**config.mk**
```make
export PLATFORM = sky130hd
export DESIGN_NAME = tdm_demux_4
export DESIGN_NICKNAME = d
export VERILOG_FILES = /design/src/rtl/tdm_demux_4.sv
export SDC_FILE = /design/constraint.sdc
export NUM_CORES = 1
export LEC_CHECK = 0
export BUFFER_PORTS_ARGS = -buffer_cell sky130_fd_sc_hd__buf_4
export CAP_MARGIN = 20
export CORE_MARGIN = 2
export CORE_UTILIZATION = 25
export CTS_BUF_LIST = sky130_fd_sc_hd__clkbuf_8 sky130_fd_sc_hd__clkbuf_16
export CTS_CLUSTER_DIAMETER = 60
export CTS_CLUSTER_SIZE = 30
export DETAILED_ROUTE_END_ITERATION = 6
export PLACE_DENSITY = 0.49
export SYNTH_ARGS = -nofsm -noshare
export SYNTH_HDL_FRONTEND = slang
export SYNTH_SLANG_ARGS = --single-unit
```
**constraint.sdc**
```tcl
create_clock -name clk -period 3.6 [get_ports clk]
set_input_delay 0.18 -clock clk [delete_from_list [all_inputs] [get_ports clk]]
set_output_delay 0.18 -clock clk [all_outputs]
set_load 0.01 [all_outputs]
```
**src/rtl/tdm_demux_4.sv**
```systemverilog
// Four-slot TDM receiver: locks onto the sync marker, collects slots 0..2 in
// shadow lanes and publishes the full frame in one registered update on slot 3.
module tdm_demux_4 #(
   parameter int WIDTH = 1,
   parameter int CNT_W = 8
) (
   input  logic               clk,
   input  logic               rst_n,
   input  logic               in_valid,
   input  logic               sync,
   input  logic [WIDTH-1:0]   din,
   output logic [4*WIDTH-1:0] dout,
   output logic               frame_valid,
   output logic [1:0]         slot,
   output logic               locked,
   output logic               sync_err,
   output logic [CNT_W-1:0]   frame_cnt
);

   typedef enum logic {HUNT = 1'b0, LOCKED = 1'b1} state_t;

   state_t                  state_q,  state_d;
   logic [1:0]              slot_q,   slot_d;
   // Slot 3 is never stored: it goes straight into dout with the shadow lanes.
   logic [2:0][WIDTH-1:0]   shadow_q, shadow_d;
   logic [4*WIDTH-1:0]      dout_q,   dout_d;
   logic                    fv_q,     fv_d;
   logic                    err_q,    err_d;
   logic [CNT_W-1:0]        cnt_q,    cnt_d;

   always_comb begin
      state_d  = state_q;
      slot_d   = slot_q;
      shadow_d = shadow_q;
      dout_d   = dout_q;
      cnt_d    = cnt_q;
      fv_d     = 1'b0;
      err_d    = 1'b0;
      if (in_valid) begin
         if (state_q == HUNT) begin
            if (sync) begin
               shadow_d[0] = din;
               slot_d      = 2'd1;
               state_d     = LOCKED;
            end
         end else if (sync) begin
            // A sync anywhere restarts the frame; off slot 0 it is an error.
            shadow_d[0] = din;
            slot_d      = 2'd1;
            err_d       = (slot_q != 2'd0);
         end else begin
            case (slot_q)
               2'd0: begin
                  err_d   = 1'b1;
                  state_d = HUNT;
               end
               2'd1: begin
                  shadow_d[1] = din;
                  slot_d      = 2'd2;
               end
               2'd2: begin
                  shadow_d[2] = din;
                  slot_d      = 2'd3;
               end
               default: begin
                  dout_d = {din, shadow_q[2], shadow_q[1], shadow_q[0]};
                  fv_d   = 1'b1;
                  cnt_d  = cnt_q + 1'b1;
                  slot_d = 2'd0;
               end
            endcase
         end
      end
   end

   always_ff @(posedge clk or negedge rst_n) begin
      if (!rst_n) begin
         state_q  <= HUNT;
         slot_q   <= '0;
         shadow_q <= '0;
         dout_q   <= '0;
         fv_q     <= 1'b0;
         err_q    <= 1'b0;
         cnt_q    <= '0;
      end else begin
         state_q  <= state_d;
         slot_q   <= slot_d;
         shadow_q <= shadow_d;
         dout_q   <= dout_d;
         fv_q     <= fv_d;
         err_q    <= err_d;
         cnt_q    <= cnt_d;
      end
   end

   assign dout        = dout_q;
   assign frame_valid = fv_q;
   assign slot        = slot_q;
   assign locked      = (state_q == LOCKED);
   assign sync_err    = err_q;
   assign frame_cnt   = cnt_q;

endmodule

```
# [Word-level counts from Yosys, hierarchy flattened]
# Cells that the tools add are included.
[word_totals] reg_bits=20 in_bits=5 output_inout_bits=17 word_cells=40
[op_classes] addsub=1 n_eq_ne=3 mux=16 bitwise_logic=2 reduce_logical=9
[op_table] operator="1-bit 2-to-1 mux" n=12
[op_table] operator="4-bit AND reduction" n=3
[op_table] operator="8-bit by 1-bit adder with 8-bit output, second input constant" n=1
[op_table] operator="2-bit 2-to-1 mux" n=3
[op_table] operator="2-bit case mux with 3 select lines" n=1
[op_table] operator="2-bit nonzero test" n=2
[op_table] operator="3-bit AND reduction" n=1
[op_table] operator="3-bit OR reduction" n=1
[op_table] operator="2-bit by 1-bit == test with 1-bit output, second input constant" n=1
[op_table] operator="2-bit == test, second input constant" n=1
[op_table] operator="2-bit logical NOT" n=1
[op_table] operator="2-bit != test, second input constant" n=1
[op_table] operator="1-bit inverter" n=2
[op_table] operator="2-bit AND reduction" n=1

# [Logic depth before layout (Yosys ltp)]
# Gate-level depths: netlist of the first run.
[logic_depth] ltp_word=6 mapped_depth=6 ltp_nobuf=6

# [Worst setup path before layout of the first run]
# No wires, ideal clock.
[synth_timing] path_kind="reg2reg" from="register slot_q[0] (netlist: slot[0])" to="register slot_q[0] (netlist: slot[0])" setup_ns=0.120 t_arrival_ns=1.392 required_ns=3.480 slack_ns=2.089 path_stages_with_launch=7 n_path_buf=0 period_less_slack_ns=1.511 cell_sequence="dfrtp_1 -> inv_1 -> ha_1 -> ha_1 -> nor2b_1 -> a31oi_1 -> o22a_2"
[synth_between] elab_chain_cells=4 word_cells_on_any_way=8 classes_between="eq/ne (3); mux (3); reduce/logical (2)"
[synth_rtl] item="from (decl)" line_no="23" source="logic [1:0] slot_q, slot_d;"
[synth_rtl] item="from (signal assigned)" line_no="87" source="slot_q <= slot_d;"
[synth_rtl] item="2-bit == test, or another cell as far along" line_no="52" source="case (slot_q)"
[synth_rtl] item="2-bit case mux with 3 select lines" line_no="52"
[synth_rtl] item="2-bit 2-to-1 mux" line_no="46" source="end else if (sync) begin"
[synth_rtl] item="2-bit 2-to-1 mux" line_no="40" source="if (state_q == HUNT) begin"
# Several ways; a longest one is shown, not always the timed one.
# A chain may end at the register's enable or synchronous reset.

# [Final worst setup path of the first run]
[layout_timing] from="register slot_q[0] (netlist: slot[0])" to="register cnt_q[4] (netlist: frame_cnt[4])"
[layout_between] elab_chain_cells=4 word_cells_on_any_way=6 classes_between="eq/ne (2); bitwise (1); reduce/logical (3)"
[layout_rtl] item="2-bit by 1-bit == test with 1-bit output, or another cell as far along" line_no="52"
[layout_rtl] item="3-bit OR reduction (no source line) *"
[layout_rtl] item="1-bit inverter (no source line) *"
[layout_rtl] item="4-bit AND reduction (no source line) *"
[layout_rtl] item="to (signal assigned)" line_no="92" source="cnt_q <= cnt_d;"
[layout_rtl] item="to (decl)" line_no="29" source="logic [CNT_W-1:0] cnt_q, cnt_d;"
# Every way passes the cells marked *; elsewhere a longest branch is shown, timed or not.

==> results.md, run 1 <==
Drt:
- The remaining antenna violation count is 0.
- The number of design-rule violations left by the first detailed-router iteration is 23.
- The final layout contains routed wiring with a total length of 1730 um.
- The detailed-route vias per instance is 4.21.
- The wire length per cell after detailed routing is 11.1 um.
- Before antenna repair, the detailed router went through 4 iterations.
- For this run, design rule violations remaining after detail routing come to 0.
- Across all layers, the routed design uses 657 vias.

Critical path:
- The cell type group with the largest total delay on the critical path is simple AND/OR/NAND/NOR gates.
- The cell with the largest stage delay on the worst path is dfrtp_1.
- The most critical setup path has its startpoint at slot[0]$_DFFE_PN0P_.
- The required time at the endpoint of the critical path is 3.75 ns.
- The end of the worst register-to-register path is frame_cnt[4]$_DFFE_PN0P_.
- The most critical setup path has its endpoint at frame_cnt[4]$_DFFE_PN0P_.
- In this run the worst path has a maximum fanout of 11.
- The critical path goes through ha_1, nand4b_2, clkinv_1, nand4_1, xnor2_1.
- The sort of element at the start of the critical path is a flop.
- The arrival time of the worst setup path is 1.82 ns.
- For the worst flop-to-flop path, the logic depth is 5.
- The startpoint identified for the worst register-to-register timing path is slot[0]$_DFFE_PN0P_.
- In this design, the stage delay of the slowest critical-path cell is 0.46 ns.
- The buffering stage count on the worst path with inverters included is 1.
- STA classifies the critical path endpoint as a flop.
- By startpoint and endpoint, the worst setup path is classified as reg -> reg.
- For flop-to-flop paths, the worst setup slack is 1.93 ns.
- The count of cell instances traversed by the critical path is 5.

Clock tree:
- After clock tree synthesis, the clock-pin slew on the worst setup and hold paths is 0.08 ns.
- For this design, the sink count on the clock tree is 20.
- Post-CTS timing repair inserted 0 buffers for setup.
- In this run the number of H-tree levels came out at 1.
- The number of clock buffers added by TritonCTS is 3.
- The root buffer selected by CTS is clkbuf_8.
- The maximum root-to-sink buffer count is 2.
- For the worst-skew pair, the clock arrives at the later sink with an insertion delay of 0.26 ns.
- The clock tree from TritonCTS is yes.

Power and ir drop:
- Across the VDD grid, the largest voltage drop is 0.351 mV.
- The leakage power total is 0.631 nW.
- The cell area power density is 697 nW/um^2.

STA:
- The least setup slack across all paths after layout is 1.93 ns.
- The number of endpoints failing setup at the final stage is 0.
- The achievable frequency is 599 MHz.
- Subtracting the final worst setup slack from the clock period gives 1.67 ns.
- Dividing the final minimum period by the clock period gives 0.464.
- The worst slew margin relative to its limit is 0.752.
- The transition time at the pin with the least slew margin is 0.371 ns.
- Setup repair after global routing left no endpoint under its margin.
- The final count of hold timing violations is 0.
- The worst clock skew is 0.00434 ns.
- The post-route worst hold slack is 0.137 ns.
- In the final timing run, aggregate negative setup slack is 0 ns.
- The number of max-slew violations in the final report was 0.

Yosys:
- The post-synth net total is 95.
- For this run, the number of Yosys warnings is 0.
- Dividing the synthesized area by the synthesized cell count gives 11.0 um^2.
- The combined area of all synthesized cells is 927 um^2.
- The biggest area contributor in the post-synthesis netlist is dfrtp_1.
- Synthesis produced 84 cells.
- The proportion of netlist area held by the largest area contributor is 0.540.
- Synthesis instantiated 22 different standard cells from the library.
- The number of synthesized register bits is 20.
- The share of the yosys chip area belonging to registers is 0.540.
- By area the synthesized netlist is led by dfrtp_1, nand2_1, ha_1, xor2_1, mux2_2.

Placement:
- Detailed placement finished with a half-perimeter wire length of 1250 um.
- OpenSTA, run right after detailed placement, puts the worst setup slack at 1.92 ns.
- Including well taps, the total number of placed cells is 151.
- The quantity of I/O buffers inserted on ports is 21.
- Routability-driven placement finished with a final weighted congestion of 0.730.

Worst hold path:
- The path class of the tightest hold or removal check is in -> reg.
- The worst hold path passes through 3 cells.

Die:
- The floorplan core area is 3610 um^2.
- The die covers 4210 um^2.
- 22 I/O pins were placed.
- The number of cell rows is 22.
- The die boundary height is 64.9 um.
- The starting utilization of the core area is 0.257.
- Measured along the x axis, the die boundary spans 64.9 um.

Run status:
- The run finished with clean final reports.

Finish:
- In the final layout, the share of cells above drive strength 1 is 0.296.
- The count of cells in the finished layout, fillers not included, comes to 156.
- The repair_antennas step left the layout with diodes totalling 0.
- The layout-stage area growth over the synthesis result is 30.2%.
- The net count of the finished layout is 120.

GRT:
- The all-layer global routing usage is 0.0956.
- The number of global-route vias before repair is 631.
- The number of antenna violations at the first check in global routing came to 0.
- The aggregate global routing overflow is 0.
- The largest net degree at the start of global routing is 21.
- The first global-routing pass estimated 3110 um of wire.

Flow run:
- The tool flagged a number of max-cap violations equal to 0.
## cells by family (layout without fill, tap and decap cells)
kind of cell / after synthesis / count (layout) / share of synthesized area
AO/OA/AOI/OAI: 6 / 6 / 0.0432
XOR/XNOR: 7 / 7 / 0.0661
adder cells (fa/ha/maj): 6 / 6 / 0.0810
buffers and inverters: 7 / 31 / 0.0405
flip-flops: 20 / 20 / 0.540
multiplexers: 3 / 3 / 0.0364
AND/OR/NAND/NOR: 35 / 35 / 0.193
## where the power goes
part / switching (mW) / internal (mW) / leakage [nW]
clock network: 0.0752 / 0.148 / 0.0357
logic: 0.123 / 0.139 / 0.338
registers: 0.0648 / 0.291 / 0.257
## cells in the mapped netlist (all sizes together)
cell / count
a21oi: 1
a31oi: 3
and3b: 1
buf: 2
clkinv: 1
dfrtp: 20
ha: 6
inv: 4
mux2: 3
nand2: 22
nand3: 2
nand4: 1
nand4b: 1
nor2: 3
nor2b: 2
nor3: 2
nor4: 1
o22a: 1
o22ai: 1
xnor2: 3
xor2: 4
## cell type report
type / count / area, um^2
clock inverters: 1 / 30.0
multi-input cells: 57 / 389
well taps: 48 / 60.1
clock buffers: 3 / 41.3
inverters: 5 / 18.8
fillers: 377 / 2400
repair buffers: 22 / 168
flip-flops and latches: 20 / 500
## routing by layer
| metal | vias up | routed length, um | GRT usage |
|---|---|---|---|
| met5 | - | 0 | 0 |
| met4 | 0 | 12 | 0.0160 |
| met3 | 2 | 122 | 0.0382 |
| met2 | 20 | 780 | 0.149 |
| met1 | 309 | 809 | 0.126 |
| li1 | 326 | - | - |
## worst min path at each step
stage                     start  slack [ns]                       end
after CTS                   din        0.14       dout[3]$_DFFE_PN0P_
after floorplan           rst_n       -0.12       dout[0]$_DFFE_PN0P_
after global placement    rst_n        0.08  frame_cnt[5]$_DFFE_PN0P_
after detailed placement  rst_n        0.08  frame_cnt[5]$_DFFE_PN0P_
final                       din        0.14       dout[3]$_DFFE_PN0P_
after global routing        din        0.15       dout[3]$_DFFE_PN0P_
## cell usage in the layout (no fill, tap or decap)
cell | Yosys | final
clkbuf_8 | 0 | 3
nor2b_1 | 2 | 2
nand4_1 | 1 | 1
mux2_2 | 3 | 3
clkinv_1 | 1 | 1
and3b_2 | 1 | 1
nand2_1 | 22 | 22
nor4_4 | 1 | 1
o22ai_1 | 1 | 1
nor3_1 | 2 | 2
a21oi_1 | 1 | 1
inv_1 | 4 | 4
xnor2_1 | 3 | 3
dlygate4sd3_1 | 0 | 1
nor2_1 | 3 | 3
nand3_1 | 2 | 2
bufinv_16 | 0 | 1
dfrtp_1 | 20 | 20
nand4b_2 | 1 | 1
xor2_1 | 4 | 4
buf_4 | 1 | 21
a31oi_1 | 3 | 3
ha_1 | 6 | 6
o22a_2 | 1 | 1
## flip-flops by register name (all words and copies together), names as in the netlist
register and cells:
shadow_q 3, frame_valid 1, slot 2, dout 4, locked 1, sync_err 1, frame_cnt 8
## worst reg2reg max path, delay by kind of cell, from the launching register on
kind,cells,cell delay [ns]
simple gates,2,0.47
flops,1,0.46
buf+inv,1,0.29
fa+ha+maj,1,0.20
xor+xnor,1,0.14
## repair_timing
item	4_1_cts	5_1_grt
endpoints found under the hold margin	20	0
hold buffers	1	0
gates resized for setup	0	0
## per-stage QoR
step                power [mW]  area (um^2)   util
floorplan                0.506          927      -
global placement         0.624         1130  0.312
detailed placement       0.627         1130  0.312
CTS                      0.857         1210  0.335
global route             0.909         1210  0.335
finish                   0.841         1210  0.335
Power figures use the tool's default switching activity.
==> run 2: changes to the inputs <==
Settings changed: PLACE_DENSITY 0.49 to 0.51.
Clock period 3.6 ns to 1.4 ns, I/O delays scaled along.
==> results.md, run 2 (synthesis gave the netlist of run 1 again) <==
GRT:
- The number of global-route vias before repair came to 729 (+16%).
- The number of antenna violations at the first check in global routing is 0 (unchanged).
- The all-layer global routing usage is 0.104 (+0.00838).
- The aggregate global routing overflow is 0 (unchanged).
- The wire length of the first global-routing pass came to 3350 um (+7.8%).
- The largest net degree at the start of global routing is 21 (unchanged).

Drt:
- The wire length per cell after detailed routing is 11.8 um (+6.9%).
- The total vias in the final route came to 704 (+7.2%).
- The number of design-rule violations left by the first detailed-router iteration came to 20 (-13%).
- The remaining antenna violation count was 0 (unchanged).
- The detailed-route vias per instance is 4.35 (+3.2%).
- The total DRC errors in the routed layout was 0 (unchanged).
- The wire length after detailed routing is 1920 um (+11%).
- The count of TritonRoute iterations in the first routing pass was 3 (-1).

Die:
- The die boundary height is 64.9 um (unchanged).
- The number of placed I/O pins is 22 (unchanged).
- The starting utilization of the core area is 0.257 (unchanged).
- The area enclosed by the die boundary is 4210 um^2 (unchanged).
- The number of cell rows was 22 (unchanged).
- The floorplan core area came to 3610 um^2 (unchanged).
- The die width is 64.9 um (unchanged).

Worst hold path:
- The path class of the tightest hold or removal check is in -> reg.

Critical path:
- The arrival time of the worst setup path is 1.51 ns (-0.31 ns).
- The worst setup path is launched from a flop.
- The largest fanout on the critical path is 4 (-7).
- The required time at the endpoint of the critical path was 1.55 ns (-2.20 ns).
- STA classifies the critical path endpoint as a flop.
- The classification of the worst setup path is reg -> reg.

Finish:
- In the layout the commonest cells are buf_4, nand2_1, dfrtp_1.
- The share of final-layout standard cells stronger than drive strength 1 is 0.404 (+0.107).
- The number of filler instances in the final layout is 377 (unchanged).
- The flip-flop count of the largest register, all copies and words added was 8 (unchanged).
- The combined flip-flop and latch cell area is 502 um^2 (+0.25%).
- The net count of the finished layout came to 126 (+5.0%).
- The final antenna diode count is 0 (unchanged).
- Compared with the post-synthesis result, the final layout area differs by 36.4%.
- The cell area after layout is 1260 um^2 (+4.8%).
- The post-route non-filler standard cell count was 162 (+3.8%).
- The area of the multi-input gates is 415 um^2 (+6.8%).
- Leaving out fill and tap cells, the most frequent cell in the layout is buf_4.

STA:
- The achievable frequency came to 735 MHz (+23%).
- The least setup slack across all paths after layout is 0.0390 ns (-1.89 ns).
- The final worst-path cycle share came to 0.972 (+0.508).
- The summed negative setup slack over all endpoints is 0 ns (unchanged).
- The final period demand of the worst path is 1.36 ns (-0.309 ns).
- The transition time at the pin with the least slew margin was 0.256 ns (-0.115 ns).
- The number of max-slew violations in the final report is 0 (unchanged).
- Setup repair after global routing could not meet its margin everywhere.
- The number of endpoints failing setup at the final stage is 0 (unchanged).
- The final count of hold timing violations was 0 (unchanged).
- The worst clock skew is 0.00364 ns (-0.000698 ns).
- The worst slew margin relative to its limit is 0.829 (+0.0775).

Clock tree:
- The clock latency at the later pin of the worst-skew pair was 0.26 ns (about the same).
- The maximum root-to-sink buffer count is 2 (unchanged).
- The number of clock buffers inserted by TritonCTS was 3 (unchanged).
- The root buffer selected by CTS is clkbuf_8.
- The CTS H-tree depth is 1 (unchanged).
- The TritonCTS sink count is 20 (unchanged).
- TritonCTS built the clock tree.
- The clock slew seen by the registers of the worst setup and hold paths is 0.07 ns (about the same).

Placement:
- The quantity of I/O buffers inserted on ports is 21 (unchanged).
- The minimum setup slack after placement is -0.0498 ns (-1.97 ns).
- The cell count after placement is 157 (+4.0%).
- The placed instance area is 1180 um^2 (+4.6%).
- The final RePlAce weighted congestion is 0.835 (+14%).
- The post-DP HPWL came to 1470 um (+18%).

Power and ir drop:
- The leakage power total is 0.666 nW (+5.6%).
- The worst IR drop on VDD came to 0.933 mV (+170%).
- The cell area power density is 1740 nW/um^2 (+150%).

Flow run:
- The max capacitance violation total is 0 (unchanged).

Run status:
- The flow ran to the end, and the final reports show no timing, DRC or antenna violations.
run 2: area by class of cell:
cell class | instances | share of cell area
tap | 48 | 0.0475
clock buffer | 4 | 0.0435
timing repair buffer | 28 | 0.168
multi-input combinational | 57 | 0.328
sequential | 20 | 0.397
inverter | 5 | 0.0158
run 2: final timing paths:
path | from | to | slack [ns] | cells after the start
min reg2reg | shadow_q[0]$_DFFE_PN0P_ | dout[0]$_DFFE_PN0P_ | 0.46 | 2
max in group asynchronous | rst_n | slot[0]$_DFFE_PN0P_ | 0.96 | 2
max | slot[0]$_DFFE_PN0P_ | slot[0]$_DFFE_PN0P_ | 0.04 | 6
min | din | dout[3]$_DFFE_PN0P_ | 0.03 | 3
min in group asynchronous | rst_n | frame_cnt[4]$_DFFE_PN0P_ | 0.22 | 2
max reg2reg | slot[0]$_DFFE_PN0P_ | slot[0]$_DFFE_PN0P_ | 0.04 | 6
run 2: power by group:
| part | total [mW] | internal (mW) | switching [mW] |
|---|---|---|---|
| clock | 0.441 | 0.250 | 0.190 |
| sequential | 0.889 | 0.753 | 0.136 |
| combinational | 0.866 | 0.457 | 0.408 |
| total | 2.20 | 1.46 | 0.735 |
run 2: what timing repair did:
action | CTS | global route
hold endpoints to repair | 20 | 0
setup endpoints to repair | 6 | 6
resized for setup | 2 | 3
gates cloned | 0 | 0
pin swaps | 0 | 2
buffers inserted | 0 | 0
hold buffers | 1 | 0
run 2: per-stage QoR:
step | power, mW | hold WS, ns | util
2_1_floorplan | 1.32 | -0.226 | -
3_3_place_gp | 1.73 | -0.0345 | 0.327
3_5_place_dp | 1.75 | -0.0347 | 0.327
4_1_cts | 2.22 | 0.0238 | 0.347
5_1_grt | 2.37 | 0.0596 | 0.351
6_report | 2.20 | 0.0269 | 0.351
run 2: critical path, cell delays in order, from the launching register on:
cell and delay [ns]:
dfrtp_2 0.39, inv_2 0.05, ha_1 0.20, ha_2 0.19, nor2b_4 0.14, a31oi_1 0.09, o22a_2 0.20
run 2: metal layers:
layer  part of all wire  global-route usage  vias up
met2               0.48               0.171       23
li1                   -                   -      332
met3              0.070              0.0417        3
met5                  0                   0        -
met1               0.44               0.122      346
met4             0.0084              0.0372        0
==> run 3: changes to the inputs <==
Settings changed: CORE_MARGIN 2 to unset, PLACE_DENSITY 0.51 to 0.49.
Clock period 1.4 ns to 1.7 ns, I/O delays scaled along.
==> results.md, run 3 (synthesis gave the netlist of run 1 again) <==
Run status:
- The run finished with clean final reports.

STA:
- Setup repair after global routing left no endpoint under its margin.
- The final count of hold timing violations came to 0 (unchanged).
- The final worst-path cycle share is 0.928 (-0.0442).
- The number of max-slew violations in the final report is 0 (unchanged).
- The number of endpoints failing setup at the final stage came to 0 (unchanged).
- The final period demand of the worst path is 1.58 ns (+0.216 ns).
- The worst slew margin relative to its limit was 0.801 (-0.0285).
- The achievable frequency came to 634 MHz (-14%).
- The summed negative setup slack over all endpoints is 0 ns (unchanged).
- The worst clock skew is 0.00679 ns (+0.00315 ns).
- The transition time at the pin with the least slew margin came to 0.298 ns (+0.0427 ns).

Critical path:
- For this design, the slowest cell found on the critical path is dfrtp_1.
- Counting stages on the worst path, the most repeated cell is ha_1.
- The depth of the most critical reg-to-reg path came to 6 (unchanged).
- The critical path goes through inv_1, ha_1, ha_1, nor2b_2, a31oi_1, o22a_2.
- STA classifies the critical path startpoint as a flop.
- The worst register-to-register path ends at slot[0]$_DFFE_PN0P_.
- The worst setup path is of the reg -> reg kind.
- The reg-to-reg setup timing slack is 0.12 ns (+0.08 ns).
- The sort of element at the end of the critical path is a flop.
- The arrival time of the worst setup path is 1.73 ns (+0.22 ns).
- The largest fanout on the critical path came to 6 (+2).
- The delay of the slowest cell on the worst path is 0.46 ns (+0.07 ns).
- In this run the critical register-to-register path is launched from slot[0]$_DFFE_PN0P_.
- The required time at the endpoint of the critical path was 1.85 ns (+0.30 ns).

Finish:
- The layout-stage area growth over the synthesis result is 31.0%.
- The flip-flop count of the largest register, all copies and words added is 8 (unchanged).
- The share of final-layout standard cells stronger than drive strength 1 is 0.312 (-0.0916).
- The final antenna diode count is 0 (unchanged).
- In the layout the commonest cells are nand2_1, buf_4, dfrtp_1.
- The net count of the finished layout came to 121 (-4.0%).

Power and ir drop:
- The share of power burned in registers is 0.425 (+0.020).
- The relative contribution of the clock network to total power is 0.264 (+0.063).
- The total power of the final layout is 1.79 mW (-18%).
- The leakage power total is 0.636 nW (-4.5%).
- The worst IR drop on VDD is 0.937 mV (+0.51%).
- The switching share of power is 0.313 (-0.0216).
- The part of the power in combinational logic is 0.312 (-0.082).
- The power spent charging and discharging nets was 0.561 mW (-24%).
- The cell-internal power is 1.23 mW (-16%).
- The cell area power density is 1470 nW/um^2 (-15%).

Worst hold path:
- The capture endpoint of the worst hold path is dout[3]$_DFFE_PN0P_.
- The cell depth of the worst min-delay path came to 3 (unchanged).
- The worst hold path belongs to the class in -> reg.
- The hold path startpoint is din.

Placement:
- The post-DP HPWL was 1320 um (-10%).
- The quantity of I/O buffers inserted on ports is 21 (unchanged).
- The final RePlAce weighted congestion came to 0.715 (-14%).

Clock tree:
- The clock slew seen by the registers of the worst setup and hold paths is 0.08 ns (about the same).
- The maximum root-to-sink buffer count is 2 (unchanged).
- The tree is rooted in a clkbuf_8.
- The CTS H-tree depth is 1 (unchanged).
- The post-CTS setup buffer count is 0 (unchanged).
- The TritonCTS sink count is 20 (unchanged).
- TritonCTS built the clock tree.
- The clock latency at the later pin of the worst-skew pair was 0.26 ns (about the same).
- The number of clock buffers inserted by TritonCTS is 3 (unchanged).

Flow run:
- The max capacitance violation total is 0 (unchanged).

Drt:
- The total vias in the final route is 659 (-6.4%).
- The total length of routed met2 wires came to 864 um (-6.7%).
- The number of design-rule violations left by the first detailed-router iteration is 22 (+10%).
- The detailed-route vias per instance came to 4.25 (-2.2%).
- The total DRC errors in the routed layout came to 0 (unchanged).
- The highest metal layer with signal wires is met4.
- The wire length per cell after detailed routing came to 11.3 um (-4.5%).
- The met1 routed wirelength after detailed routing is 781 um (-6.8%).
- The count of TritonRoute iterations in the first routing pass is 4 (+1).
- The wire length after detailed routing is 1750 um (-8.7%).
- The remaining antenna violation count is 0 (unchanged).
- The met3 wirelength from detailed routing is 93 um (-31%).

Die:
- The number of cell rows is 21 (-4.5%).
- The area enclosed by the die boundary came to 3960 um^2 (-6.1%).
- The floorplan core area came to 3440 um^2 (-4.5%).
- The number of placed I/O pins is 22 (unchanged).
- The starting utilization of the core area is 0.269 (+0.0122).
- The die width is 62.9 um (-3.1%).
- The die boundary height was 62.9 um (-3.1%).

GRT:
- The all-layer global routing usage is 0.0976 (-0.00636).
- The largest net degree at the start of global routing came to 21 (unchanged).
- The number of global-route vias before repair was 646 (-11%).
- The wire length of the first global-routing pass was 2990 um (-11%).
- The aggregate global routing overflow is 0 (unchanged).
- The number of antenna violations at the first check in global routing is 0 (unchanged).
-- run 3: cell count changes in the layout (fill, tap and decap cells not counted), moves of 2 or more --
cell   change
ha_2       -2
inv_1      +2
inv_2      -2
buf_4      -5
ha_1       +2
-- run 3: what timing repair did --
action	CTS	global route
gates resized for setup	0	1
endpoints found under the setup margin	0	1
endpoints found under the hold margin	20	0
hold buffers	1	0
-- run 3: through the flow --
step           utilization  area (um^2)  instances  hold slack (ns)  worst slack, ns
3_3_place_gp         0.329         1130        150          -0.0149            0.162
4_1_cts              0.352         1210        155           0.0397           0.0569
2_1_floorplan            -          927         84           -0.211            0.189
6_report             0.353         1210        155           0.0397            0.123
5_1_grt              0.353         1210        155           0.0575           0.0276
3_5_place_dp         0.329         1130        150          -0.0133           0.0782
-- run 3: final cells by class --
type / instances / area, um^2
tap: 46 / 57.6
timing repair buffer: 23 / 175
inverter: 5 / 18.8
multi-input combinational: 57 / 392
sequential: 20 / 500
clock inverter: 1 / 30.0
fill: 367 / 2230
clock buffer: 3 / 41.3
-- run 3: worst max path at each step --
| stage | endpoint | from |
|---|---|---|
| after floorplan | slot[0]$_DFFE_PN0P_ | slot[0]$_DFFE_PN0P_ |
| after global placement | slot[0]$_DFFE_PN0P_ | slot[0]$_DFFE_PN0P_ |
| after detailed placement | slot[0]$_DFFE_PN0P_ | slot[0]$_DFFE_PN0P_ |
| after CTS | slot[0]$_DFFE_PN0P_ | slot[0]$_DFFE_PN0P_ |
| after global routing | slot[0]$_DFFE_PN0P_ | slot[0]$_DFFE_PN0P_ |
| final | slot[0]$_DFFE_PN0P_ | slot[0]$_DFFE_PN0P_ |
-- run 3: metal layers --
| metal | track usage | vias to the layer above |
|---|---|---|
| met2 | 0.159 | 20 |
| met3 | 0.0328 | 2 |
| li1 | - | 323 |
| met5 | 0 | - |
| met1 | 0.122 | 314 |
| met4 | 0.0262 | 0 |
-- run 3: power groups by stage --
stage          registers (mW)  logic [mW]  clock network (mW)
2_1_floorplan           0.777       0.295                   0
4_1_cts                 0.762       0.567               0.491
6_report                0.760       0.558               0.473
3_5_place_dp            0.769       0.563                   0
5_1_grt                 0.782       0.631               0.513
3_3_place_gp            0.758       0.566                   0
-- run 3: worst max-delay path, delay by kind of cell, from the launching register on --
kind	cells	cell delay [ns]
buf+inv	1	0.10
fa+ha+maj	2	0.43
compound gates	2	0.31
simple gates	1	0.17
flops	1	0.46
